File: config.mk
export PLATFORM = sky130hd
export DESIGN_NAME = ram_rd_credit_reader_flat
export DESIGN_NICKNAME = d
export VERILOG_FILES = /design/src/rtl/ram_rd_credit_reader_pkg.sv /design/src/rtl/ram_rd_credit_reader_if.sv /design/src/rtl/ram_rd_credit_reader_rd_ret_fifo.sv /design/src/rtl/ram_rd_credit_reader.sv /design/src/flat_wrapper.sv
export SDC_FILE = /design/constraint.sdc
export NUM_CORES = 1
export LEC_CHECK = 0
export ABC_AREA = 1
export CORE_MARGIN = 2
export CORE_UTILIZATION = 57
export DETAILED_ROUTE_END_ITERATION = 16
export PLACE_DENSITY_LB_ADDON = 0.2
export SLEW_MARGIN = 40
export SYNTH_ARGS = -nofsm -noshare
export SYNTH_HDL_FRONTEND = slang
export SYNTH_SLANG_ARGS = --single-unit
File: constraint.sdc
create_clock -name clk -period 2.8 [get_ports clk]
set_input_delay 0.56 -clock clk [delete_from_list [all_inputs] [get_ports clk]]
set_output_delay 0.56 -clock clk [all_outputs]
set_load 0.05 [all_outputs]
File: src/rtl/ram_rd_credit_reader_pkg.sv
// ram_rd_pkg: shared types and default sizes for the credit-gated RAM burst reader.
//   rd_state_t     : reader FSM states (FLUSH, IDLE, RUN)
//   *_DEF          : default ADDR_W / DATA_W / RD_LATENCY / FIFO_DEPTH
//   cred_width()   : bits needed to hold a credit count of 0..depth
// Optional feature macro used by the top: RD_READER_STAT_EN.
package ram_rd_pkg;

  localparam int ADDR_W_DEF     = 8;
  localparam int DATA_W_DEF     = 16;
  localparam int RD_LATENCY_DEF = 4;
  localparam int FIFO_DEPTH_DEF = 8;

  // Credits run from 0 to FIFO_DEPTH inclusive, hence the +1.
  function automatic int cred_width(input int depth);
    return $clog2(depth + 1);
  endfunction

  localparam int CRED_W = cred_width(FIFO_DEPTH_DEF);

  typedef enum logic [1:0] {
    FLUSH = 2'd0,
    IDLE  = 2'd1,
    RUN   = 2'd2
  } rd_state_t;

endpackage

File: src/rtl/ram_rd_credit_reader_if.sv
// ram_rd_credit_reader_if: command and output-stream bundle of the burst reader.
//   cmd_valid/cmd_ready/cmd_addr/cmd_len : burst command (len 0..2**ADDR_W)
//   out_data/out_valid/out_ready/out_last : returned word stream
// Handshake rule for both channels: a transfer happens in exactly the cycles
// where valid and ready are both high at the rising clock edge; the producer
// holds valid and its payload stable until that transfer, and ready may be
// raised or dropped at any time without waiting for valid.
// Modports: slave = reader side, master = command issuer / stream sink.
interface ram_rd_credit_reader_if #(
  parameter int ADDR_W = 8,
  parameter int DATA_W = 16
) ();
  logic              cmd_valid;
  logic              cmd_ready;
  logic [ADDR_W-1:0] cmd_addr;
  logic [ADDR_W:0]   cmd_len;
  logic [DATA_W-1:0] out_data;
  logic              out_valid;
  logic              out_ready;
  logic              out_last;

  modport slave (
    input  cmd_valid, cmd_addr, cmd_len, out_ready,
    output cmd_ready, out_data, out_valid, out_last
  );

  modport master (
    output cmd_valid, cmd_addr, cmd_len, out_ready,
    input  cmd_ready, out_data, out_valid, out_last
  );
endinterface

File: src/rtl/ram_rd_credit_reader_rd_ret_fifo.sv
// rd_ret_fifo: synchronous return-data FIFO, DATA_W x DEPTH (DEPTH power of 2).
//   clk, rstp          : clock, synchronous active-high clear (pointers/count)
//   push, push_data    : write one word (no full flag; the caller's credit
//                        scheme guarantees there is always room)
//   pop                : consume the head word (ignored when empty)
//   head_valid, head_data : show-ahead head, both derived from registers
module rd_ret_fifo #(
  parameter int DATA_W = 16,
  parameter int DEPTH  = 8
) (
  input  logic              clk,
  input  logic              rstp,
  input  logic              push,
  input  logic [DATA_W-1:0] push_data,
  input  logic              pop,
  output logic              head_valid,
  output logic [DATA_W-1:0] head_data
);
  localparam int PW = $clog2(DEPTH);
  localparam int CW = $clog2(DEPTH + 1);

  logic [DATA_W-1:0] mem [DEPTH];
  logic [PW-1:0]     wr_ptr;
  logic [PW-1:0]     rd_ptr;
  logic [CW-1:0]     count;
  logic              do_pop;

  assign do_pop     = pop && (count != '0);
  assign head_valid = (count != '0);
  assign head_data  = mem[rd_ptr];

  // Storage has no reset; only the pointers define what is valid.
  always_ff @(posedge clk) begin
    if (push) mem[wr_ptr] <= push_data;
  end

  always_ff @(posedge clk) begin
    if (rstp) begin
      wr_ptr <= '0;
      rd_ptr <= '0;
      count  <= '0;
    end else begin
      if (push)   wr_ptr <= wr_ptr + PW'(1);
      if (do_pop) rd_ptr <= rd_ptr + PW'(1);
      case ({push, do_pop})
        2'b10:   count <= count + CW'(1);
        2'b01:   count <= count - CW'(1);
        default: count <= count;
      endcase
    end
  end
endmodule

File: src/rtl/ram_rd_credit_reader.sv
// ram_rd_credit_reader: burst read master for a fixed-latency RAM read port.
// A command (addr, len) is turned into len back-to-back rd_read strobes with
// wrapping addresses; returned words land in a local FIFO and leave on the
// out_* stream. The RAM cannot be stalled, so a read is only issued while a
// credit (a guaranteed free FIFO slot) is available.
// Ports:
//   clk, rstp               : clock, synchronous active-high reset
//   bus (slave modport)     : cmd_* command channel, out_* stream channel
//   rd_addr, rd_read        : RAM read request
//   rd_data, rd_valid       : RAM read return, RD_LATENCY cycles after rd_read
//   busy                    : command in progress (also high during FLUSH)
//   done                    : one-cycle pulse when the final word is popped
//   stall_cnt, stat_clr     : only with RD_READER_STAT_EN defined; counts RUN
//                             cycles blocked on credits, saturating at 0xFFFF
//   dbg_state, dbg_credits  : FSM state and credit counter for observation
module ram_rd_credit_reader
  import ram_rd_pkg::*;
#(
  parameter int ADDR_W     = ADDR_W_DEF,
  parameter int DATA_W     = DATA_W_DEF,
  parameter int RD_LATENCY = RD_LATENCY_DEF,
  parameter int FIFO_DEPTH = FIFO_DEPTH_DEF
) (
  input  logic                                clk,
  input  logic                                rstp,
  ram_rd_credit_reader_if.slave               bus,
  output logic [ADDR_W-1:0]                   rd_addr,
  output logic                                rd_read,
  input  logic [DATA_W-1:0]                   rd_data,
  input  logic                                rd_valid,
  output logic                                busy,
  output logic                                done,
`ifdef RD_READER_STAT_EN
  output logic [15:0]                         stall_cnt,
  input  logic                                stat_clr,
`endif
  output rd_state_t                           dbg_state,
  output logic [cred_width(FIFO_DEPTH)-1:0]   dbg_credits
);
  localparam int CW = cred_width(FIFO_DEPTH);
  localparam int FW = $clog2(RD_LATENCY + 1);

  rd_state_t         state_q, state_d;
  logic [ADDR_W-1:0] addr_q;
  logic [ADDR_W:0]   issue_q;
  logic [ADDR_W:0]   pop_q;
  logic [CW-1:0]     cred_q;
  logic [FW-1:0]     flush_q;
  logic              zero_done_q;

  logic              accept;
  logic              issue;
  logic              pop;
  logic              fifo_push;
  logic              head_valid;
  logic [DATA_W-1:0] head_data;
  logic              last_pop;

  assign accept    = bus.cmd_valid && (state_q == IDLE);
  assign issue     = (state_q == RUN) && (issue_q != '0) && (cred_q != '0);
  assign pop       = head_valid && bus.out_ready;
  // Returns outside RUN are leftovers from an abandoned burst (FLUSH) or a
  // protocol error (IDLE); neither may reach the FIFO.
  assign fifo_push = rd_valid && (state_q == RUN);
  assign last_pop  = pop && (pop_q == (ADDR_W+1)'(1));

  assign bus.cmd_ready = (state_q == IDLE);
  assign busy          = (state_q != IDLE);
  assign rd_read       = issue;
  assign rd_addr       = addr_q;
  assign bus.out_valid = head_valid;
  // Gate the data so the stream reads as zero while nothing is valid.
  assign bus.out_data  = head_valid ? head_data : '0;
  assign bus.out_last  = head_valid && (state_q == RUN) && (pop_q == (ADDR_W+1)'(1));
  assign dbg_state     = state_q;
  assign dbg_credits   = cred_q;

  rd_ret_fifo #(
    .DATA_W (DATA_W),
    .DEPTH  (FIFO_DEPTH)
  ) u_fifo (
    .clk        (clk),
    .rstp       (rstp),
    .push       (fifo_push),
    .push_data  (rd_data),
    .pop        (pop),
    .head_valid (head_valid),
    .head_data  (head_data)
  );

  always_comb begin
    state_d = state_q;
    done    = zero_done_q;
    case (state_q)
      FLUSH: begin
        if (flush_q == FW'(RD_LATENCY - 1)) state_d = IDLE;
      end
      IDLE: begin
        // A zero-length command completes without leaving IDLE.
        if (accept && (bus.cmd_len != '0)) state_d = RUN;
      end
      RUN: begin
        if (last_pop) begin
          done    = 1'b1;
          state_d = IDLE;
        end
      end
      default: state_d = FLUSH;
    endcase
  end

  always_ff @(posedge clk) begin
    if (rstp) begin
      state_q     <= FLUSH;
      flush_q     <= '0;
      addr_q      <= '0;
      issue_q     <= '0;
      pop_q       <= '0;
      cred_q      <= CW'(FIFO_DEPTH);
      zero_done_q <= 1'b0;
    end else begin
      state_q     <= state_d;
      zero_done_q <= accept && (bus.cmd_len == '0);
      flush_q     <= (state_q == FLUSH) ? flush_q + FW'(1) : '0;
      if (accept) begin
        addr_q  <= bus.cmd_addr;
        issue_q <= bus.cmd_len;
        pop_q   <= bus.cmd_len;
      end else begin
        if (issue) begin
          addr_q  <= addr_q + ADDR_W'(1);
          issue_q <= issue_q - (ADDR_W+1)'(1);
        end
        if (pop) pop_q <= pop_q - (ADDR_W+1)'(1);
      end
      // A read consumes a slot, a pop frees one; both together cancel out.
      case ({issue, pop})
        2'b10:   cred_q <= cred_q - CW'(1);
        2'b01:   cred_q <= cred_q + CW'(1);
        default: cred_q <= cred_q;
      endcase
    end
  end

`ifdef RD_READER_STAT_EN
  logic stall;
  assign stall = (state_q == RUN) && (issue_q != '0) && (cred_q == '0);

  always_ff @(posedge clk) begin
    if (rstp || stat_clr) begin
      stall_cnt <= '0;
    end else if (stall && (stall_cnt != 16'hFFFF)) begin
      stall_cnt <= stall_cnt + 16'd1;
    end
  end
`endif

`ifndef SYNTHESIS
  rd_valid_in_idle_a: assert property (@(posedge clk) disable iff (rstp)
    !(rd_valid && (state_q == IDLE)));
  cred_bound_a: assert property (@(posedge clk) disable iff (rstp)
    cred_q <= CW'(FIFO_DEPTH));
`endif
endmodule

File: src/flat_wrapper.sv
// flat-port wrapper written by rule: the top's interface ports become plain ports
module ram_rd_credit_reader_flat import ram_rd_pkg::*;
#(
  parameter int ADDR_W     = ADDR_W_DEF,
  parameter int DATA_W     = DATA_W_DEF,
  parameter int RD_LATENCY = RD_LATENCY_DEF,
  parameter int FIFO_DEPTH = FIFO_DEPTH_DEF
)
  (clk, rstp, rd_addr, rd_read, rd_data, rd_valid, busy, done, dbg_state, dbg_credits, bus_cmd_valid, bus_cmd_addr, bus_cmd_len, bus_out_ready, bus_cmd_ready, bus_out_data, bus_out_valid, bus_out_last);
  ram_rd_credit_reader_if #(.ADDR_W(ADDR_W), .DATA_W(DATA_W)) bus_i ();
  input  logic clk;
  input  logic rstp;
  output logic [ADDR_W-1:0] rd_addr;
  output logic rd_read;
  input  logic [DATA_W-1:0] rd_data;
  input  logic rd_valid;
  output logic busy;
  output logic done;
  output rd_state_t dbg_state;
  output logic [cred_width(FIFO_DEPTH)-1:0] dbg_credits;
  input wire logic [$bits(bus_i.cmd_valid)-1:0] bus_cmd_valid;
  input wire logic [$bits(bus_i.cmd_addr)-1:0] bus_cmd_addr;
  input wire logic [$bits(bus_i.cmd_len)-1:0] bus_cmd_len;
  input wire logic [$bits(bus_i.out_ready)-1:0] bus_out_ready;
  output wire logic [$bits(bus_i.cmd_ready)-1:0] bus_cmd_ready;
  output wire logic [$bits(bus_i.out_data)-1:0] bus_out_data;
  output wire logic [$bits(bus_i.out_valid)-1:0] bus_out_valid;
  output wire logic [$bits(bus_i.out_last)-1:0] bus_out_last;
  assign bus_i.cmd_valid = bus_cmd_valid;
  assign bus_i.cmd_addr = bus_cmd_addr;
  assign bus_i.cmd_len = bus_cmd_len;
  assign bus_i.out_ready = bus_out_ready;
  assign bus_cmd_ready = bus_i.cmd_ready;
  assign bus_out_data = bus_i.out_data;
  assign bus_out_valid = bus_i.out_valid;
  assign bus_out_last = bus_i.out_last;
  ram_rd_credit_reader #(.ADDR_W(ADDR_W), .DATA_W(DATA_W), .RD_LATENCY(RD_LATENCY), .FIFO_DEPTH(FIFO_DEPTH)) u_core (.clk(clk), .rstp(rstp), .bus(bus_i), .rd_addr(rd_addr), .rd_read(rd_read), .rd_data(rd_data), .rd_valid(rd_valid), .busy(busy), .done(done), .dbg_state(dbg_state), .dbg_credits(dbg_credits));
endmodule
Word level (Yosys, flattened, before mapping)
Memory sizes are Yosys's and may differ from the RTL's. A register that Yosys moved wholly into a read port is not among the register bits.
Cells that the tools add are included.
{"block": "totals", "regBits": 46, "ramBits": 128, "in_bits": 38, "output_inout_bits": 36, "word_cells": 76, "n_memories": 1}
{"name": "u_core.u_fifo.mem", "words": 8, "width": 16, "read_ports": 1, "rd_clocked_by_memory_dff": 1, "write_ports": 1, "line_no": "ram_rd_credit_reader_rd_ret_fifo.sv:22", "text": "logic [DATA_W-1:0] mem [DEPTH];"}
{"block": "op_classes", "add_sub_neg": 10, "n_eq_ne": 12, "muxes": 19, "n_bitwise": 1, "n_reduce_logical": 23}
{"op": "9-bit two-way mux", "n": 4}
{"op": "9-bit nonzero test", "n": 2}
{"op": "9-bit by 1-bit subtractor with 9-bit output (second input constant)", "n": 2}
{"op": "16-bit two-way mux", "n": 1}
{"op": "8-bit two-way mux", "n": 2}
{"op": "4-bit case mux with 2 select lines", "n": 2}
{"op": "1-bit logical AND", "n": 11}
{"op": "3-bit by 1-bit adder with 3-bit output (second input constant)", "n": 3}
{"op": "9-bit by 1-bit == test with 1-bit output (second input constant)", "n": 1}
{"op": "9-bit logical NOT", "n": 1}
{"op": "4-bit by 1-bit adder with 4-bit output (second input constant)", "n": 2}
{"op": "8-bit by 1-bit adder with 8-bit output (second input constant)", "n": 1}
{"op": "2-bit by 1-bit != test with 1-bit output (second input constant)", "n": 4}
{"op": "2-bit nonzero test", "n": 4}
{"op": "4-bit nonzero test", "n": 2}
{"op": "4-bit by 1-bit subtractor with 4-bit output (second input constant)", "n": 2}
{"op": "2-bit by 1-bit == test with 1-bit output (second input constant)", "n": 3}
{"op": "2-bit == test (second input constant)", "n": 3}
{"op": "2-bit two-way mux", "n": 3}
{"op": "3-bit two-way mux", "n": 2}
{"op": "2-bit case mux with 3 select lines", "n": 1}
{"op": "1-bit two-way mux", "n": 4}
{"op": "3-bit by 2-bit == test with 1-bit output (second input constant)", "n": 1}
{"op": "3-bit AND reduction", "n": 1}
{"op": "3 further kinds", "n": 3}

Logic depth before layout (Yosys ltp)
{"block": "depth", "depth_word": 5, "depth_mapped": 18, "mapped_depth_nobuf": 17}

Cells and area by module
From an unflattened synthesis, not the netlist that was laid out.
{"block": "unflattened", "hier_cells": 833, "area_unflattened_um2": 8154.1}
{"mod": "rd_ret_fifo", "n_inst": 1, "cells_each": 451, "area_per_inst_um2": 5657.9}
{"mod": "ram_rd_credit_reader", "n_inst": 1, "cells_each": 382, "area_per_inst_um2": 2496.1}

Worst setup path before layout
OpenSTA, ideal clock, no wires.
{"block": "synth_path", "path_kind": "reg-to-output", "start": "register u_core.state_q[1], in the netlist u_core.dbg_state[1]", "end": "output bus_out_last", "arrival_time_ns": 2.177, "required_ns": 2.240, "slack_ns": 0.063, "path_stages_with_launch": 5, "n_path_buf": 0, "path_cell_list": "dfxtp_1 nand2_1 inv_2 nand2_1 nor3_1"}
{"block": "synth_between", "elab_chain_cells": 3}
{"element": "start, declared", "line_no": "ram_rd_credit_reader.sv:43", "text": "rd_state_t state_q, state_d;"}
{"element": "start signal, assigned", "line_no": "ram_rd_credit_reader.sv:122", "text": "state_q <= state_d;"}
{"element": "2-bit == test", "line_no": "ram_rd_credit_reader.sv:74", "text": "assign bus.out_last = head_valid && (state_q == RUN) && (pop_q == (ADDR_W+1)'(1));"}
{"element": "1-bit logical AND (2 in a row)", "line_no": "ram_rd_credit_reader.sv:74"}
{"element": "end, declared", "line_no": "flat_wrapper.sv:28", "text": "output wire logic [$bits(bus_i.out_last)-1:0] bus_out_last;"}
Every way passes these cells.

==> summary.txt <==
Pwr
  – PwrDens: 1110 nW/um^2
  – Total power: 0.0107 W
  – Pleak: 3.70 nW
  – Maximum vdd drop: 0.660 mV

Critical path
  – Worst path required time: 2.24 ns
  – Type of origin of the critical path: flop
  – Reg2Reg Depth: 15
  – Setup crit end kind: output port
  – Worst Path Max Fanout: 28
  – Slowest cell on the critical path: dfxtp_2
  – Most frequent CP cell: nor2_1
  – Critical Path, Cell by Cell: buf_4 > nor2_1 > nor2_1 > o21ai_0 > o21ai_1 > o21ai_0 > nor2_1 > buf_12
  – Crit path max-delay family: buffers and inverters
  – R2R Path Start: u_core.u_fifo.count[3]$_SDFFE_PP0P_
  – Setup slack, reg-to-reg: 0.48 ns
  – Arr. time, crit path: 2.13 ns
  – Worst path bufs/invs: 2
  – Worst R2R End: u_core.dbg_credits[3]$_SDFFE_PP1P_
  – Critical path type: flop to output port
  – Max stage delay on crit path: 0.39 ns

Drt
  – DRT iter0 DRCs: 712
  – Routed Wire Length: 18.3 mm
  – Routed len/inst: 16.5 microns
  – Vias: 6,164
  – DR DRC count: 0
  – DRT antenna net count: 0
  – DRT Pass-1 Iters: 5
  – Vias per cell: 5.55

Clock tree
  – Post-CTS Setup Bufs: 0
  – Clock buffer depth: 2
  – TritonCTS clock tree: built
  – Sink Count: 177
  – Clk slew on worst S/H paths: 0.07 ns
  – CTS H-tree lvls: 4
  – Root buf cell: clkbuf_16
  – Hold buffer count at cts: 0
  – Num CTS Buffers: 17
  – CTS resizes: 0
  – Worst skew pair latency: 0.43 ns

Finish
  – Filler cell count: 1,024
  – Layout Nets: 972
  – Final Util: 0.699
  – Multi-input gate area: 2710 sq um
  – Area growth from synthesis to layout: 20.9%
  – Design Area, Final: 9630 sq um
  – Diode count: 0
  – Share of cells above drive strength 1: 0.0978
  – Reg area: 4830 sq um

Global route
  – GRT Overall Usage: 0.253
  – Vias in the first global route: 6,030
  – Antenna violations before repair: 0
  – Gr ovfl total: 0
  – Wire length of the first global-routing pass: 28.8 mm
  – Largest net degree at the start of global routing: 65

Placement
  – Gpl congestion: 0.851
  – DPL Wire Length: 11.7 mm
  – Dpl ws: 0.152 ns
  – Area after DPL: 9070 sq um
  – Port-buffer cells: 73

Floorplan
  – # IOs: 74
  – Die Span Y: 122 microns
  – Die footprint: 14,900 sq um
  – Die width: 122 microns
  – Starting Density: 0.578
  – Cell row count: 43
  – CORE AREA: 13,800 sq um

Worst hold path
  – Hold Path Depth: 1
  – Hold Startpoint: u_core.flush_q[0]$_SDFF_PP0_
  – Worst Hold Class: flop to flop
  – Hold endpoint: u_core.flush_q[0]$_SDFF_PP0_

Synthesis
  – Syn Nets: 894
  – Area share of fa/ha/maj cells after synthesis: 0.0286
  – Mux share of post-synthesis cell area: 0
  – Sequential fraction of the synthesis area: 0.606
  – Post-Syn Area: 7960 sq um
  – List of most frequent post-synthesis cells: 205 x nor2_1, 130 x o21ai_0, 128 x edfxtp_1
  – Synth Area in Compound Gates: 0.112
  – Top-count cell post-synth: nor2_1
  – Xor and xnor area share after synthesis: 0.0132
  – Synth area leaders: edfxtp_1 48%, dfxtp_1 12%, nor2_1 9.7%, o21ai_0 8.2%, nand2_1 4.5%
  – Yosys reg bits: 177
  – Post-synth top area cell: edfxtp_1
  – Synth Area in Simple Gates: 0.187
  – Number of synthesized flops with an enable pin: 128
  – Primary FF master, synth: edfxtp_1
  – Synth Instances: 839
  – Synth cell types: 34
  – Ys Warns: 0
  – Mean post-synth cell area: 9.49 sq um
  – Synth top area share: 0.483
  – FFs w/ async S/R, synth: 0
  – Largest family of logic cells by synthesized area: simple AND/OR/NAND/NOR gates

STA
  – Final setup margin: 0.108 ns
  – Final min period: 2.69 ns
  – Final Hold Fails: 0
  – Worst slew margin: 0.546
  – Worst slew pin tran: 0.680 ns
  – Fin crit share: 0.961
  – RSZ-0062 raised after global routing: false
  – Max Clock Freq: 0.372 GHz
  – TNS Setup: 0 ns
  – Pins over their slew limit: 0
  – Setup skew after layout: 0.00576 ns
  – # setup viols final: 0

Run
  – Maxcap violations: 0

Outcome
  – Status: finished clean
## registers in the layout (all words and copies together) (netlist names), named ones only
signal and flops:
u_core.dbg_credits 4, u_core.dbg_state 2, u_core.flush_q 3, u_core.issue_q 9, u_core.pop_q 9, u_core.rd_addr 8
u_core.u_fifo.count 4, u_core.u_fifo.mem 128, u_core.u_fifo.rd_ptr 3, u_core.u_fifo.wr_ptr 3, u_core.zero_done_q 1
## worst reg2reg max path, cell delays in order, from the launching register on
cell	delay (ns)
dfxtp_1	0.38
nor2_1	0.08
nand2_2	0.21
nand2_2	0.16
inv_2	0.18
ha_1	0.21
inv_1	0.09
ha_1	0.27
nand2_1	0.06
inv_1	0.03
o21ai_0	0.20
nand2_1	0.07
nand2_1	0.06
nand2_1	0.04
nand2_1	0.06
nand3_1	0.07
## per-layer routing
layer  vias to the layer above  part of all wire  track usage
met4                         0             0.016        0.101
met2                       228              0.51        0.439
met3                        28             0.061       0.0478
met5                         -                 0            0
li1                       2975                 -            -
met1                      2933              0.41        0.311
## power breakdown
group	leakage, nW	internal [W]	total, W	switching, W
logic	1.87	0.00194	0.00518	0.00324
clock network	0.279	0.00124	0.00225	0.00101
registers	1.55	0.00303	0.00323	0.000209
## cell usage in the layout (no fill, tap or decap), drive strengths merged
master	synthesis	final
a21boi	1	1
a21oi	27	27
a31oi	2	2
buf	13	38
bufinv	0	1
clkbuf	20	18
clkdlybuf4s50	0	54
clkinv	0	8
dfxtp	49	49
edfxtp	128	128
fa	2	2
ha	15	15
inv	67	72
nand2	102	102
nand3	33	33
nand3b	1	1
nand4	4	4
nor2	212	212
nor3	4	4
nor4	1	1
o211ai	1	1
o21ai	142	142
o21bai	2	2
or2	1	1
xnor2	4	4
xor2	8	8
## worst max-delay path by stage
stage	startpoint	to	slack, ns	depth (start not counted)
detailed placement	bus_out_ready	u_core.dbg_credits[3]$_SDFFE_PP1P_	0.15	14
floorplan	u_core.dbg_state[1]$_SDFFE_PP0P_	bus_out_last	0.06	4
global placement	bus_out_ready	u_core.dbg_credits[3]$_SDFFE_PP1P_	0.24	14
CTS	flop	bus_out_data[3]	0.14	8
global route	flop	bus_out_data[11]	0.03	8
finish	flop	bus_out_data[3]	0.11	8
## cell type report
class	instances	area share
tap	180	0.0234
timing repair buffer	92	0.109
inverter	67	0.0266
clock inverter	14	0.0135
clock buffer	18	0.0446
multi-input combinational	562	0.282
sequential	177	0.501
## through the flow
| stage | cells | hold WS [ns] |
|---|---|---|
| floorplan | 839 | 0.399 |
| global placement | 1078 | 0.407 |
| detailed placement | 1078 | 0.434 |
| CTS | 1110 | 0.442 |
| global route | 1110 | 0.465 |
| finish | 1110 | 0.433 |
## logic make-up after synthesis
family,count (synthesis)
XOR/XNOR,12
adder cells (fa/ha/maj),17
buffers and inverters,100
flip-flops,177
AO/OA/AOI/OAI,175
AND/OR/NAND/NOR,358
Note: power is estimated with default switching activity, not from simulation.
==> patch (config.mk and constraints unchanged) <==
The package constant `FIFO_DEPTH_DEF` goes from 8 to 32.
--- a/src/rtl/ram_rd_credit_reader_pkg.sv
+++ b/src/rtl/ram_rd_credit_reader_pkg.sv
@@ -10,3 +10,3 @@
   localparam int RD_LATENCY_DEF = 4;
-  localparam int FIFO_DEPTH_DEF = 8;
+  localparam int FIFO_DEPTH_DEF = 32;
 
Interface: changed (resized dbg_credits); port bits go from 74 to 76. No check against the original RTL was run, so the function may have changed too.
==> patch against the unedited design <==
The flow now finishes with violations (negative setup slack); synthesized cell count rose to 2.7 times the old value; maximum frequency down 12%; synthesized area rose to 3.0 times the old value; worst setup slack worse by 0.38 ns; wire length rose to 3.6 times the old value; power rose to 2.7 times the old value; final cell count rose to 2.7 times the old value; design area rose to 3.1 times the old value; non-clock buffer count up 127; sequential cell count up 394; highest routed layer unchanged.
==> patch: results (changes against the unedited design) <==
Setup Viol. Count Final -> 16 (+16)
Peak VDD IR -> 1030 uV (+56%)
Largest net degree at the start of global routing -> 52 (-20%)
Sequential share of the synthesized area -> 68.5% (+7.9 points)
Top Registers -> u_core.u_fifo.mem: 512 flops, u_core.issue_q: 9 flops, u_core.pop_q: 9 flops
Yosys warning count -> 0 (unchanged)
Status -> finished with violations
Pre-CTS worst setup slack -> 0.0993 ns (-0.0527 ns)
Final nets -> 2,492 (+160%)
CP max FO -> 8 (-71%)
Routed length per placed instance -> 21.8 um (+32%)
Post-route setup TNS -> -3.36 ns (-3.36 ns)
Layout cells sized above 1 -> 16.4% (+6.7 points)
Pre-Repair DR Iteration Count -> 6 (+1)
GRT met2 Usage -> 47.1% (+3.3 points)
Setup Buffers After CTS -> 17 (+17)
Critical-path top delay cell -> dfxtp_4
IO buf count -> 75 (+2.7%)
PnR worst setup slack -> -0.268 ns (-0.377 ns)
First-pass GRT wire length -> 98,700 um (+240%)
Number of flops mapped to enable cells by yosys -> 512 (+300%)
Worst path max stage delay -> 0.37 ns (-0.02 ns)
Non-Filler Instances -> 3,015 (+170%)
Num CTS Buffers -> 56 (+39)
Skew-Pair Late Insertion Delay -> 0.62 ns (+0.19 ns)
CTS max path bufs -> 3 (+1)
Initial DRC count -> 2,263 (+220%)
WL met1 -> 26,400 um (+250%)
CP arrival -> 2.51 ns (+0.38 ns)
Worst r2r src -> u_core.issue_q[0]$_SDFFE_PP0P_
Post-Place Cells -> 2,867 (+170%)
Placed cell areas -> 26,400 sq um (+190%)
Failing checks -> negative setup slack
DR WL met3 -> 6520 um (+490%)
Vias -> 17,800 (+190%)
CTS resizes -> 127 (+127)
Total GRT Usage -> 29.8% (+4.5 points)
# H-tree levels -> 2 (-2)
HPWL Detailed -> 35,400 um (+200%)
Sw frac -> 36.0% (-5.9 points)
Pleak -> 11.3 nW (+200%)
# fillers -> 2,791 (+170%)
Top cells by area, synth -> edfxtp_1 (64%), nand2_1 (12%), nand3_1 (7.8%), dfxtp_1 (4.9%), nor2_1 (3.0%)
Metal2 WL -> 30,500 um (+230%)
Met1 usage -> 42.0% (+11 points)
Post-Syn Nets -> 2,335 (+160%)
Synth unique cells -> 39 (+15%)
Slew margin rel. -> 59.4% (+4.8 points)
Placer Congestion -> 0.843 (-0.92%)
Clock skew -> 0.0188 ns (+0.0130 ns)
GRT met3 Usage -> 4.81% (+0.037 points)
Vias in the first global route -> 17,100 (+180%)
==> patch: logic make-up after synthesis <==
kind of cell             after synthesis  share of synthesized area (%)
adder cells (fa/ha/maj)               24                           1.30
XOR/XNOR                              19                          0.688
AND/OR/NAND/NOR                     1348                           23.2
flip-flops                           571                           68.5
AO/OA/AOI/OAI                        121                           2.63
buffers and inverters                190                           3.76
==> patch: worst paths after layout <==
kind / to / slack [ns] / cells after the start
setup / recovery: bus_out_data[11] / -0.27 / 13
hold / removal: u_core.flush_q[0]$_SDFF_PP0_ / 0.43 / 1
setup reg to reg: u_core.dbg_credits[3]$_SDFFE_PP0P_ / 0.37 / 18
hold reg to reg: u_core.flush_q[0]$_SDFF_PP0_ / 0.43 / 1
==> patch: layout make-up <==
type / instances / area (sq um) / share of cell area (%)
clock buffer: 67 / 1490 / 5.01
clock inverter: 37 / 330 / 1.11
timing repair inverter: 2 / 20.0 / 0.0671
sequential: 571 / 16600 / 55.5
inverter: 68 / 287 / 0.960
multi-input combinational: 1512 / 7270 / 24.4
tap: 539 / 674 / 2.26
timing repair buffer: 219 / 3190 / 10.7
==> patch: power by group through the flow <==
stage               clock [mW]  sequential, mW  combinational (mW)
floorplan                    0            9.98                5.75
global placement             0            9.91                8.81
detailed placement           0            9.92                9.00
CTS                       7.51            9.71                10.9
global route              7.85            9.74                12.4
finish                    7.48            9.71                11.6
==> patch: worst reg2reg max path, stage by stage, from the launching register on <==
cell	delay, ns
dfxtp_1	0.32
inv_1	0.10
ha_1	0.15
inv_1	0.04
nor2_1	0.07
nand2_1	0.05
nor2_1	0.15
nor2_2	0.07
inv_1	0.05
ha_1	0.18
inv_1	0.12
ha_1	0.37
nand2_1	0.07
o21ai_1	0.15
inv_1	0.07
or2_2	0.27
nand3_1	0.07
nand2_1	0.05
inv_1	0.05
